<file path="src/rtl/fetch_queue_stage.sv">
// Decoupled instruction-fetch stage: handshaked imem request/response port feeding a
// circular {pc, instr} queue toward decode; redirects flush the queue and drop stale responses.
module fetch_queue_stage #(
   parameter int unsigned     XLEN     = 64,
   parameter int unsigned     ILEN     = 32,
   parameter int unsigned     FQ_DEPTH = 4,
   parameter logic [XLEN-1:0] RESET_PC = '0
) (
   input  logic            clk,
   input  logic            rst,
   input  logic [XLEN-1:0] PCTarget,
   input  logic            Redirect_F,
   output logic            imem_req_valid,
   output logic [XLEN-1:0] imem_req_addr,
   input  logic            imem_req_ready,
   input  logic            imem_rsp_valid,
   input  logic [ILEN-1:0] imem_rsp_data,
   output logic            Valid_D,
   output logic [XLEN-1:0] PC_D,
   output logic [ILEN-1:0] Instr_D,
   input  logic            Ready_D
);

   localparam int unsigned    PTR_W   = $clog2(FQ_DEPTH);
   localparam int unsigned    CNT_W   = $clog2(FQ_DEPTH + 1);
   localparam logic [CNT_W:0] DEPTH_C = FQ_DEPTH[CNT_W:0];

   logic [XLEN-1:0]     fetch_pc_q, fetch_pc_d;
   logic [PTR_W-1:0]    head_q, head_d, fill_q, fill_d, tail_q, tail_d;
   logic [CNT_W-1:0]    alloc_q, alloc_d, drop_q, drop_d;
   // Allocated entries still waiting for their response.
   logic [CNT_W-1:0]    unf_q, unf_d;
   logic [FQ_DEPTH-1:0] filled_q, filled_d;
   logic [XLEN-1:0]     pc_q    [FQ_DEPTH];
   logic [ILEN-1:0]     instr_q [FQ_DEPTH];

   logic [CNT_W:0] inflight;
   logic           push, pop, rsp_drop, rsp_fill;

   assign inflight       = {1'b0, alloc_q} + {1'b0, drop_q};
   assign imem_req_valid = !rst && !Redirect_F && (inflight < DEPTH_C);
   assign imem_req_addr  = fetch_pc_q;
   assign push           = imem_req_valid && imem_req_ready;

   assign Valid_D = !rst && filled_q[head_q] && (alloc_q != '0);
   assign PC_D    = Valid_D ? pc_q[head_q] : '0;
   assign Instr_D = Valid_D ? instr_q[head_q] : '0;
   assign pop     = Valid_D && Ready_D && !Redirect_F;

   // Stale responses are consumed before any response may fill a live entry.
   assign rsp_drop = imem_rsp_valid && (drop_q != '0);
   assign rsp_fill = imem_rsp_valid && (drop_q == '0) && (unf_q != '0) && !Redirect_F;

   always_comb begin
      fetch_pc_d = fetch_pc_q;
      head_d     = head_q;
      fill_d     = fill_q;
      tail_d     = tail_q;
      alloc_d    = alloc_q;
      drop_d     = drop_q;
      unf_d      = unf_q;
      filled_d   = filled_q;
      if (Redirect_F) begin
         fetch_pc_d = PCTarget & ~XLEN'(3);
         head_d     = '0;
         fill_d     = '0;
         tail_d     = '0;
         alloc_d    = '0;
         unf_d      = '0;
         filled_d   = '0;
         drop_d     = drop_q + unf_q;
         if (imem_rsp_valid && (drop_d != '0)) drop_d = drop_d - 1'b1;
      end else begin
         if (push) begin
            fetch_pc_d       = fetch_pc_q + XLEN'(4);
            tail_d           = tail_q + 1'b1;
            filled_d[tail_q] = 1'b0;
         end
         if (rsp_drop) drop_d = drop_q - 1'b1;
         if (rsp_fill) begin
            filled_d[fill_q] = 1'b1;
            fill_d           = fill_q + 1'b1;
         end
         if (pop) begin
            head_d           = head_q + 1'b1;
            filled_d[head_q] = 1'b0;
         end
         case ({push, pop})
            2'b10:   alloc_d = alloc_q + 1'b1;
            2'b01:   alloc_d = alloc_q - 1'b1;
            default: alloc_d = alloc_q;
         endcase
         case ({push, rsp_fill})
            2'b10:   unf_d = unf_q + 1'b1;
            2'b01:   unf_d = unf_q - 1'b1;
            default: unf_d = unf_q;
         endcase
      end
   end

   always_ff @(posedge clk) begin
      if (rst) begin
         fetch_pc_q <= RESET_PC;
         head_q     <= '0;
         fill_q     <= '0;
         tail_q     <= '0;
         alloc_q    <= '0;
         drop_q     <= '0;
         unf_q      <= '0;
         filled_q   <= '0;
      end else begin
         fetch_pc_q <= fetch_pc_d;
         head_q     <= head_d;
         fill_q     <= fill_d;
         tail_q     <= tail_d;
         alloc_q    <= alloc_d;
         drop_q     <= drop_d;
         unf_q      <= unf_d;
         filled_q   <= filled_d;
      end
   end

   // Payload storage needs no reset: visibility is governed by filled_q and alloc_q.
   always_ff @(posedge clk) begin
      if (push) pc_q[tail_q] <= fetch_pc_q;
      if (rsp_fill) instr_q[fill_q] <= imem_rsp_data;
   end

endmodule
</file>
<file path="config.mk">
export PLATFORM = sky130hd
export DESIGN_NAME = fetch_queue_stage
export DESIGN_NICKNAME = d
export VERILOG_FILES = /design/src/rtl/fetch_queue_stage.sv
export SDC_FILE = /design/constraint.sdc
export NUM_CORES = 1
export LEC_CHECK = 0
export ABC_AREA = 1
export CORE_MARGIN = 5
export CORE_UTILIZATION = 54
export DETAILED_ROUTE_END_ITERATION = 8
export PLACE_DENSITY = 0.75
export SETUP_SLACK_MARGIN = 0.2
export SLEW_MARGIN = 10
export SYNTH_ARGS = -nofsm -noshare
export SYNTH_HDL_FRONTEND = slang
export SYNTH_SLANG_ARGS = --single-unit
export TNS_END_PERCENT = 50
</file>
<file path="constraint.sdc">
create_clock -name clk -period 12.5 [get_ports clk]
set_clock_uncertainty 0.05 [all_clocks]
set_input_delay 2.5 -clock clk [delete_from_list [all_inputs] [get_ports clk]]
set_output_delay 2.5 -clock clk [all_outputs]
set_load 0.005 [all_outputs]
</file>
======== After elaboration in Yosys (flattened, before gate mapping) ========
Memories as Yosys holds them, arrays and structs flattened. A register that Yosys moved wholly into a read port is not among the register bits.
Cells that the tools add are included.
Widths: inputs -> output; s select.
word-level totals
  bits in registers ....................... 83
  bits in writable memories ............... 384
  bits of input ports ..................... 102
  output and inout bits ................... 162
  memories ................................ 2
memories
  name     depth  bits a word  read ports  clocked after Yosys merged registers in  write ports  RTL line  source
  pc_q     4      64           1           1                                        1            34        logic [XLEN-1:0] pc_q [FQ_DEPTH];
  instr_q  4      32           1           1                                        1            35        logic [ILEN-1:0] instr_q [FQ_DEPTH];
cells by class
  add/sub/neg operators ................... 12
  order comparisons ....................... 7
  equality and inequality tests ........... 4
  multiplexer cells ....................... 30
  bitwise logic cells ..................... 5
  reductions and logical operators ........ 27
operators by type and width
  cell                   number
  $mux 64                3
  $add 64x3->64 const B  1
  $mux 32                1
  $mux 4                 5
  $logic_and 1x1->1      15
  $pmux 3 s2             2
  $reduce_bool 3->1      4
  $sub 3x1->3 const B    4
  $lt 2x3->1 const B     3
  $mux 3                 3
  $and 4x4->4            2
  $mux 1                 8
  $mux 2                 4
  $not 4->4              2
  $reduce_bool 2->1      4
  $add 2x1->2 const B    3
  $add 3x1->3 const B    2
  $demux 1 s2            3
  $ge 2x1->1 const B     3
  $add 3x3->4            1
  $eq 2x1->1 const B     2
  $eq 2x2->1 const B     2
  $lt 4x3->1 const B     1
  $or 4x4->4             1
  other kinds (5)        6

======== Depth between registers and ports, before layout ========
Gate-level depths: netlist of the first run.
  depth after elaboration ................. 13
  mapped depth ............................ 14

======== Worst setup path before layout of the first run ========
OpenSTA, ideal clock, no wires.
  path kind ............................... input to register
  start point ............................. input port Redirect_F
  end point ............................... memory pc_q[2][10] (enable)
  library setup time ...................... 0.484 ns
  arrival time ............................ 5.819 ns
  path slack .............................. 6.147 ns
  cell stages on the path ................. 6
  buffers on the path ..................... 1
  cell sequence ........................... buf_4 clkinv_2 nand2_4 nor3_4 nand2_4 nor2_1
between the ends
  word-level cells in the longest chain between the ends .. 6
RTL lines
  item                            RTL line  source
  start, declared                 12        input logic Redirect_F,
  $logic_not 1->1                 41        assign imem_req_valid = !rst && !Redirect_F && (inflight < DEPTH_C);
  $logic_and 1x1->1 (2 in a row)  41
  named net imem_req_valid        13        output logic imem_req_valid,
  $logic_and 1x1->1               43        assign push = imem_req_valid && imem_req_ready;
  $mux 1                          125       if (push) pc_q[tail_q] <= fetch_pc_q;
  $mux 1 (not written as such)    125
  end, declared                   34
The timed path passes the listed nets, and every way through them passes these cells.

======== Worst setup path after layout of the first run ========
  start point ............................. input port rst
  end point ............................... output port PC_D[40]
between the ends
  word-level cells in the longest chain between the ends .. 4
RTL lines
  item                            RTL line  source
  start, declared                 10        input logic rst,
  $logic_not 1->1                 45        assign Valid_D = !rst && filled_q[head_q] && (alloc_q != '0);
  $logic_and 1x1->1 (2 in a row)  45
  $mux 64                         46        assign PC_D = Valid_D ? pc_q[head_q] : '0;
  end, declared                   19        output logic [XLEN-1:0] PC_D,
Every way passes these cells.

==> results of run 1 <==
==> worst paths after layout <==
check	from	slack, ns	endpoint
min	alloc_q[2]$_SDFFE_PP0P_	0.45	alloc_q[2]$_SDFFE_PP0P_
max	rst	4.75	PC_D[40]
min reg2reg	alloc_q[2]$_SDFFE_PP0P_	0.45	alloc_q[2]$_SDFFE_PP0P_
max reg2reg	drop_q[2]$_SDFFE_PP0P_	8.68	pc_q[3][40]$_DFFE_PP_
==> final cells by class <==
| cell class | instances | area, um^2 |
|---|---|---|
| antenna | 1 | 2.50 |
| clock buffer | 53 | 1200 |
| clock inverter | 32 | 412 |
| fill | 2861 | 12600 |
| inverter | 111 | 422 |
| multi-input combinational | 1407 | 6510 |
| sequential | 459 | 13000 |
| tap | 511 | 639 |
| timing repair buffer | 274 | 2690 |
==> cells in the mapped netlist, drive strengths merged (2+ instances only) <==
| cell type | count |
|---|---|
| o211ai | 6 |
| ha | 22 |
| fa | 3 |
| inv | 109 |
| clkbuf | 65 |
| a21oi | 146 |
| nor3 | 8 |
| dfxtp | 83 |
| o21bai | 2 |
| nand4 | 8 |
| nor2 | 535 |
| a211oi | 3 |
| nand2 | 320 |
| o21ai | 243 |
| clkinv | 2 |
| xor2 | 23 |
| nand3 | 39 |
| buf | 38 |
| edfxtp | 376 |
| a31oi | 24 |
| xnor2 | 18 |
==> sequential cells by signal, summed over array words and instances, names as in the netlist, named ones only <==
name           cells
fill_q             2
head_q             2
instr_q          128
drop_q             3
tail_q             2
unf_q              3
imem_req_addr     62
filled_q           4
alloc_q            3
pc_q             248
==> kinds of logic after synthesis <==
| kind of cell | after synthesis | share of synthesized area, % |
|---|---|---|
| and+or+nand+nor | 912 | 17.6 |
| DFF | 459 | 63.9 |
| AOI/OAI and AO/OA | 425 | 10.8 |
| buffers and inverters | 214 | 4.22 |
| xor gates and xnor gates | 41 | 1.77 |
| adders and majority gates | 25 | 1.65 |
| other | 1 | 0.0185 |
==> per-stage QoR <==
stage	cell area (um^2)	instances	hold WS, ns
3_5_place_dp	23200	2762	0.433
2_1_floorplan	20300	2080	0.406
6_report	24800	2848	0.451
3_3_place_gp	23200	2762	0.420
5_1_grt	24800	2847	0.468
4_1_cts	24800	2847	0.442
==> power by group <==
| group | switching (mW) | total, mW | internal [mW] |
|---|---|---|---|
| sequential | 0.0423 | 1.72 | 1.68 |
| clock | 0.578 | 1.46 | 0.877 |
| combinational | 0.0890 | 0.169 | 0.0801 |
| total | 0.710 | 3.35 | 2.64 |
==> metal layers <==
metal / wire length, um / track usage (%) / vias to the layer above
met1: 23300 / 35.1 / 7463
met4: 1470 / 7.64 / 2
met5: 13 / 0 / -
li1: - / - / 7464
met2: 27400 / 45.1 / 564
met3: 4060 / 5.82 / 95
==> tightest hold or removal path, stage by stage, from the launching register on <==
cell	delay [ns]
dfxtp_1	0.33
inv_1	0.07
a21oi_1	0.05
==> summary.txt, run 1 <==
Placement
  – Place WS: 4.82 ns
  – DPL Wire Length: 36300 um
  – Port bufs: 257
  – GP Congestion: 0.928

Yosys
  – Largest cells by area after synthesis: edfxtp_1, nor2_1, dfxtp_1
  – Sequential area share after synthesis: 63.9%
  – Yosys reg bits: 459
  – Synth warnings: 0
  – Post-synth EDFFs: 376
  – Mapped Area: 0.0203 mm^2
  – Syn_area_per_cell: 9.76 um^2
  – Synth cell types: 34
  – Async SR Flop Fraction: 0%
  – Syn Inst Count: 2077
  – Primary FF master, synth: edfxtp_1
  – Synth top area share: 55.7%
  – Synth area leader: edfxtp_1

Timing
  – Final WS setup: 4.75 ns
  – Final setup vio count: 0
  – Final Cycle Share: 62.0%
  – RSZ-0062 raised after global routing: no
  – Hold Fails Final Rpt: 0
  – Least-Margin Pin Slew: 1.15 ns
  – Period minus WS final: 7.75 ns
  – Final Max Slew Viols: 0
  – Setup TNS Final: 0 ns
  – F_max: 129 MHz
  – Max transition margin: 23.3%

Worst setup path
  – Critical path fanouts, max: 61
  – Crit-path slowest cell: buf_4
  – CP Buf/Inv Count: 4
  – Critical path depth: 7
  – CP peak stage delay: 0.73 ns
  – CP cell instances: buf_2, buf_4, a211oi_1, nand2_4, buf_4, a21oi_1, clkdlybuf4s50_1
  – Crit Path Class: input port to output port
  – CP delay by family, top: buffers and inverters
  – WP data arrival: 5.20 ns
  – Startpoint types: input port
  – Worst path most repeated cell: buf_4
  – CP Capture Type: output port
  – Worst Reg2Reg Path Length in Cells: 9
  – Crit path required time: 9.95 ns

Clocking
  – Clk_lat worst skew: 0.58 ns
  – CTS tree: built
  – CTS HTree Levels: 2
  – # resized after CTS: 0
  – CTS max path bufs: 3
  – CTS Buf Count: 46
  – CTS root buffer: clkbuf_16
  – Clk sinks: 459
  – Worst-path clk slew: 0.06 ns
  – Cts-stage hold buffer count: 0
  – Post-CTS Setup Inserts: 0

Drt
  – Routed Wire Length: 56300 um
  – Via density per instance: 5.47
  – DR iter-0 viols: 1478
  – DRC violations left: 0
  – Vias: 15600
  – Antenna viol nets, final: 0
  – Pre-antenna DRT Iters: 5
  – Routed WL per cell: 19.8 um

Power
  – Worst ir drop on vdd: 104 uV
  – Leak: 8.55 nW
  – Pwr Total: 3.35 mW
  – PwrDens: 135 mW/mm^2

Global routing
  – Initial antenna violation count: 2
  – Largest net degree at the start of global routing: 107
  – Gr usage total: 26.7%
  – First-pass GRT wire length: 86600 um
  – Vias in the first global route: 15400
  – Grt ovf: 0

Floorplanning
  – Initial core utilization: 54.2%
  – Core area: 0.0374 mm^2
  – Rows: 71
  – Die width: 204 um
  – # IOs: 264
  – Die ar.: 0.0415 mm^2
  – Die height: 204 um

Min path
  – HP Class: register to register
  – Hold depth: 2

Finish
  – Share of layout cells above drive strength 1: 5.09%
  – Final net count: 2426
  – Commonest non-fill, non-tap cell in the layout: nor2_1
  – Final design utilization: 66.4%
  – Layout area overhead: 22.6%
  – Most frequent cells in the layout: nor2_1, edfxtp_1, nand2_1, clkdlybuf4s50_1, o21ai_0

Run
  – Maxcap violations: 0

Run status
  – Status: complete, no violations
Power figures use the tool's default switching activity.
==> run 2, diff against run 1 <==
--- a/config.mk
+++ b/config.mk
@@ -7,9 +7,9 @@
 export LEC_CHECK = 0
 export ABC_AREA = 1
 export CORE_MARGIN = 5
-export CORE_UTILIZATION = 54
+export CORE_UTILIZATION = 50
 export DETAILED_ROUTE_END_ITERATION = 8
-export PLACE_DENSITY = 0.75
+export PLACE_DENSITY = 0.73
 export SETUP_SLACK_MARGIN = 0.2
 export SLEW_MARGIN = 10
 export SYNTH_ARGS = -nofsm -noshare
==> constraint.sdc (replaced) <==
create_clock -name clk -period 6.8 [get_ports clk]
set_clock_uncertainty 0.05 [all_clocks]
set_input_delay 1.36 -clock clk [delete_from_list [all_inputs] [get_ports clk]]
set_output_delay 1.36 -clock clk [all_outputs]
set_load 0.005 [all_outputs]
==> run 2 against run 1 <==
Compared with the run above:
- final area is 0.38% lower
- first-iteration DRC count decreased by 12%
- die area is 7.6% higher
- cell count grew 0.56%
- combinational power grew 83%
- clock power is 69% higher
- flip-flop and latch count did not move
- global-route usage down 2.0 points
- critical path type unchanged
- critical endpoint is now PC_D[30]
- largest cell class unchanged
==> summary.txt, run 2 (synthesized netlist as in run 1, its figures left out) <==
Worst setup path
  – Crit Path Class: input port to output port
  – CP delay by family, top: buffers and inverters
  – Crit path required time: 5.39 ns
  – RR Startpoint: head_q[0]$_SDFFE_PP0N_
  – CP peak stage delay: 0.56 ns
  – WP data arrival: 3.46 ns
  – CP cell instances: buf_2, a211oi_1, nand2_4, buf_12, a21oi_1, clkdlybuf4s50_1
  – Crit path to: PC_D[30]
  – R2R setup slack: 3.49 ns
  – Critical path fanouts, max: 56
  – CP Buf/Inv Count: 3
  – Worst Reg2Reg Path Length in Cells: 14
  – Startpoint types: input port
  – Worst reg2reg path endpoint: alloc_q[2]$_SDFFE_PP0P_
  – CP startpoint: rst
  – Crit-path slowest cell: clkdlybuf4s50_1
  – Critical path depth: 6
  – CP Capture Type: output port

Timing
  – Least-Margin Pin Slew: 1.16 ns
  – Period minus WS final: 4.87 ns
  – Hold Fails Final Rpt: 0
  – Hold_ws: 0.454 ns
  – F_max: 205 MHz
  – Final Max Slew Viols: 0
  – Max transition margin: 22.5%
  – RSZ-0062 raised after global routing: no
  – Final Cycle Share: 71.7%
  – Final setup vio count: 0
  – Setup TNS Final: 0 ns

Drt
  – Via density per instance: 5.44
  – DR WL met3: 3590 um
  – Vias: 15600
  – Routed WL per cell: 19.7 um
  – Routed Wire Length: 56500 um
  – Pre-antenna DRT Iters: 5
  – Max layer used: met4
  – Met2 routed WL: 27500 um
  – Antenna viol nets, final: 0
  – WL met1: 23800 um
  – DRC violations left: 0
  – DR iter-0 viols: 1305

Clocking
  – CTS HTree Levels: 2
  – CTS Buf Count: 47
  – Cts-stage hold buffer count: 0
  – CTS root buffer: clkbuf_16
  – Post-CTS Setup Inserts: 0
  – Worst-path clk slew: 0.06 ns
  – CTS tree: built
  – CTS max path bufs: 3
  – Clk sinks: 459
  – Clk_lat worst skew: 0.58 ns
  – # resized after CTS: 0

Floorplanning
  – Initial core utilization: 50.8%
  – Rows: 73
  – Die width: 211 um
  – Die height: 211 um
  – # IOs: 264
  – Die ar.: 0.0447 mm^2
  – Core area: 0.0399 mm^2

Finish
  – Register area: 0.0130 mm^2
  – Biggest register: pc_q
  – Layout area overhead: 22.1%
  – Share of layout cells above drive strength 1: 4.79%
  – FILL cells: 3219
  – Most frequent cells in the layout: nor2_1, edfxtp_1, nand2_1, clkdlybuf4s50_1, o21ai_0
  – Area of the multi-input gates: 0.00651 mm^2
  – Commonest non-fill, non-tap cell in the layout: nor2_1
  – Number of flip-flops in the largest register: 248
  – Final net count: 2429
  – # diodes: 0
  – Post-Layout Inst Area: 0.0247 mm^2

Power
  – PwrDens: 240 mW/mm^2
  – Leak: 8.50 nW
  – Worst ir drop on vdd: 202 uV

Global routing
  – Largest net degree at the start of global routing: 99
  – First-pass GRT wire length: 86000 um
  – Grt ovf: 0
  – Gr usage total: 24.7%
  – Initial antenna violation count: 0
  – Vias in the first global route: 15000

Placement
  – GP Congestion: 0.928
  – Port bufs: 257
  – Post-DP Area: 0.0233 mm^2
  – DPL Wire Length: 36900 um

Run
  – Maxcap violations: 0

Min path
  – HP Class: register to register
  – Hold depth: 1

Run status
  – Status: complete, no violations
==> run 2: cell count changes in the layout (fill, tap and decap cells not counted), moves of 2 or more <==
cell       delta
buf_12        +2
inv_6         +2
clkinv_4      -2
bufinv_16     -5
clkbuf_1      +6
clkinv_1      +4
clkinv_2      -2
clkinv_8      -2
==> run 2: area by class of cell <==
cell class | count | area share, %
clock inverters | 26 | 0.915
multi-input cells | 1407 | 26.3
clock buffers | 60 | 4.99
flip-flops and latches | 459 | 52.4
repair buffers | 276 | 11.0
inverters | 111 | 1.70
well taps | 525 | 2.65
==> run 2: worst min path at each step <==
stage / from / end / slack [ns]
after detailed placement: fill_q[0]$_SDFFE_PP0N_ / fill_q[0]$_SDFFE_PP0N_ / 0.44
after floorplan: alloc_q[2]$_SDFFE_PP0P_ / alloc_q[2]$_SDFFE_PP0P_ / 0.41
after CTS: alloc_q[2]$_SDFFE_PP0P_ / alloc_q[2]$_SDFFE_PP0P_ / 0.45
final: fill_q[0]$_SDFFE_PP0N_ / fill_q[0]$_SDFFE_PP0N_ / 0.45
after global routing: alloc_q[2]$_SDFFE_PP0P_ / alloc_q[2]$_SDFFE_PP0P_ / 0.48
after global placement: alloc_q[0]$_SDFFE_PP0P_ / alloc_q[0]$_SDFFE_PP0P_ / 0.43
==> run 2: layer usage <==
layer | vias to the layer above | track usage [%]
li1 | 7461 | -
met2 | 535 | 41.7
met5 | - | 0
met1 | 7495 | 32.8
met4 | 0 | 7.53
met3 | 84 | 4.70
==> run 2: stage by stage <==
step | cells | setup slack [ns] | util [%] | total power, mW
floorplan | 2080 | 1.59 | - | 3.34
global placement | 2778 | 1.95 | 58.3 | 3.52
detailed placement | 2778 | 1.90 | 58.3 | 3.53
CTS | 2864 | 1.90 | 62.0 | 5.99
global route | 2864 | 1.78 | 62.0 | 6.15
finish | 2864 | 1.93 | 62.0 | 5.95
==> run 2: report_power, final <==
part / total (mW) / internal [mW] / switching (mW)
registers: 3.17 / 3.09 / 0.0801
logic: 0.309 / 0.148 / 0.161
clock network: 2.47 / 1.43 / 1.03
==> run 3, diff against run 2 <==
--- a/config.mk
+++ b/config.mk
@@ -7,9 +7,9 @@
 export LEC_CHECK = 0
 export ABC_AREA = 1
 export CORE_MARGIN = 5
-export CORE_UTILIZATION = 50
+export CORE_UTILIZATION = 54
 export DETAILED_ROUTE_END_ITERATION = 8
-export PLACE_DENSITY = 0.73
+export PLACE_DENSITY = 0.75
 export SETUP_SLACK_MARGIN = 0.2
 export SLEW_MARGIN = 10
 export SYNTH_ARGS = -nofsm -noshare
==> constraint.sdc (replaced) <==
create_clock -name clk -period 5.03 [get_ports clk]
set_clock_uncertainty 0.05 [all_clocks]
set_input_delay 1.006 -clock clk [delete_from_list [all_inputs] [get_ports clk]]
set_output_delay 1.006 -clock clk [all_outputs]
set_load 0.005 [all_outputs]
==> run 3 against run 2 <==
Compared with the run above:
- clock-buffer cell count shrank 5
- sequential power is 35% higher
- register-to-register slack worse by 1.6 ns
- first-iteration DRC count rose by 10%
- via count rose by 2.0%
- combinational power rose by 35%
- clock power increased by 34%
- critical path type is now register to output port
- critical endpoint is now PC_D[17]
==> summary.txt, run 3 (synthesized netlist as in run 1, its figures left out) <==
Run status
  – Status: complete, no violations

Drt
  – DR iter-0 viols: 1438
  – DR WL met3: 4420 um
  – Routed Wire Length: 56800 um
  – WL met1: 23100 um
  – Antenna viol nets, final: 0
  – Vias: 15900
  – Met2 routed WL: 27500 um
  – DRC violations left: 0
  – Max layer used: met5
  – Routed WL per cell: 19.9 um
  – Pre-antenna DRT Iters: 7
  – Via density per instance: 5.57

Global routing
  – Initial antenna violation count: 1
  – First-pass GRT wire length: 86100 um
  – Largest net degree at the start of global routing: 93
  – Grt ovf: 0
  – Vias in the first global route: 15100
  – Gr usage total: 26.6%

Clocking
  – # resized after CTS: 0
  – CTS max path bufs: 3
  – Cts-stage hold buffer count: 0
  – Post-CTS Setup Inserts: 0
  – CTS root buffer: clkbuf_16
  – Worst-path clk slew: 0.06 ns
  – CTS Buf Count: 45
  – Clk sinks: 459
  – CTS HTree Levels: 2
  – Clk_lat worst skew: 0.58 ns
  – CTS tree: built

Worst setup path
  – Startpoint types: register
  – Crit path required time: 3.97 ns
  – CP peak stage delay: 0.84 ns
  – Critical path fanouts, max: 74
  – R2R setup slack: 1.88 ns
  – WP data arrival: 3.34 ns
  – CP Buf/Inv Count: 3
  – CP Capture Type: output port
  – Crit-path slowest cell: dfxtp_4
  – CP delay by family, top: buffers and inverters
  – Crit Path Class: register to output port
  – CP cell instances: inv_2, buf_12, nor2_1, o21ai_0, a21oi_1, clkdlybuf4s50_1

Floorplanning
  – Core area: 0.0374 mm^2
  – Die height: 204 um
  – # IOs: 264
  – Initial core utilization: 54.2%
  – Die ar.: 0.0415 mm^2
  – Die width: 204 um
  – Rows: 71

Timing
  – Final Max Slew Viols: 0
  – Setup TNS Final: 0 ns
  – Least-Margin Pin Slew: 0.755 ns
  – Max transition margin: 49.7%
  – Hold Fails Final Rpt: 0
  – RSZ-0062 raised after global routing: no
  – Period minus WS final: 4.40 ns
  – Final setup vio count: 0
  – F_max: 227 MHz
  – Final Cycle Share: 87.5%

Power
  – Worst ir drop on vdd: 262 uV
  – Leak: 8.53 nW
  – Pwr Total: 7.99 mW
  – PwrDens: 322 mW/mm^2

Finish
  – Most frequent cells in the layout: nor2_1, edfxtp_1, nand2_1, clkdlybuf4s50_1, o21ai_0
  – Final net count: 2432
  – Number of flip-flops in the largest register: 248
  – Share of layout cells above drive strength 1: 5.17%
  – Layout area overhead: 22.5%
  – Commonest non-fill, non-tap cell in the layout: nor2_1
  – Biggest register: pc_q
  – # diodes: 0

Run
  – Maxcap violations: 0

Placement
  – GP Congestion: 0.972
  – Port bufs: 257
  – DPL Wire Length: 37200 um

Min path
  – HP Class: register to register
[run 3: cell type report]
type	instances	area (um^2)
sequential	459	13000
inverter	111	422
multi-input combinational	1407	6510
clock inverter	28	265
fill	2898	12600
timing repair buffer	281	2860
clock buffer	55	1160
tap	511	639
[run 3: worst paths after layout]
check | start | end | cells past startpoint
worst min-delay path | alloc_q[2]$_SDFFE_PP0P_ | alloc_q[2]$_SDFFE_PP0P_ | 2
worst max register to register | head_q[0]$_SDFFE_PP0N_ | alloc_q[2]$_SDFFE_PP0P_ | 14
worst min register to register | alloc_q[2]$_SDFFE_PP0P_ | alloc_q[2]$_SDFFE_PP0P_ | 2
worst max-delay path | register | PC_D[17] | 6
[run 3: per-stage QoR]
| step | hold WS [ns] | cells | setup slack [ns] | utilization [%] | area, um^2 |
|---|---|---|---|---|---|
| floorplan | 0.406 | 2080 | 1.23 | - | 20300 |
| global placement | 0.428 | 2769 | 0.885 | 62.5 | 23400 |
| detailed placement | 0.439 | 2769 | 0.841 | 62.5 | 23400 |
| CTS | 0.448 | 2852 | 0.569 | 66.4 | 24800 |
| global route | 0.488 | 2852 | 0.480 | 66.4 | 24800 |
| finish | 0.453 | 2852 | 0.630 | 66.4 | 24800 |
[run 3: power by group]
part	internal, mW	switching (mW)	leakage [nW]
logic	0.200	0.216	3.68
clock network	1.87	1.43	0.688
registers	4.17	0.107	4.16
total	6.24	1.75	8.53
[run 3: tightest hold or removal path: stages, from the launching register on]
cell and delay, ns:
dfxtp_1 0.33, inv_1 0.07, a21oi_1 0.06
[run 3: routing by layer]
| metal | global-route usage, % | up-vias |
|---|---|---|
| met1 | 35.8 | 7640 |
| met2 | 44.1 | 659 |
| li1 | - | 7469 |
| met4 | 8.65 | 2 |
| met5 | 0 | - |
| met3 | 5.06 | 109 |
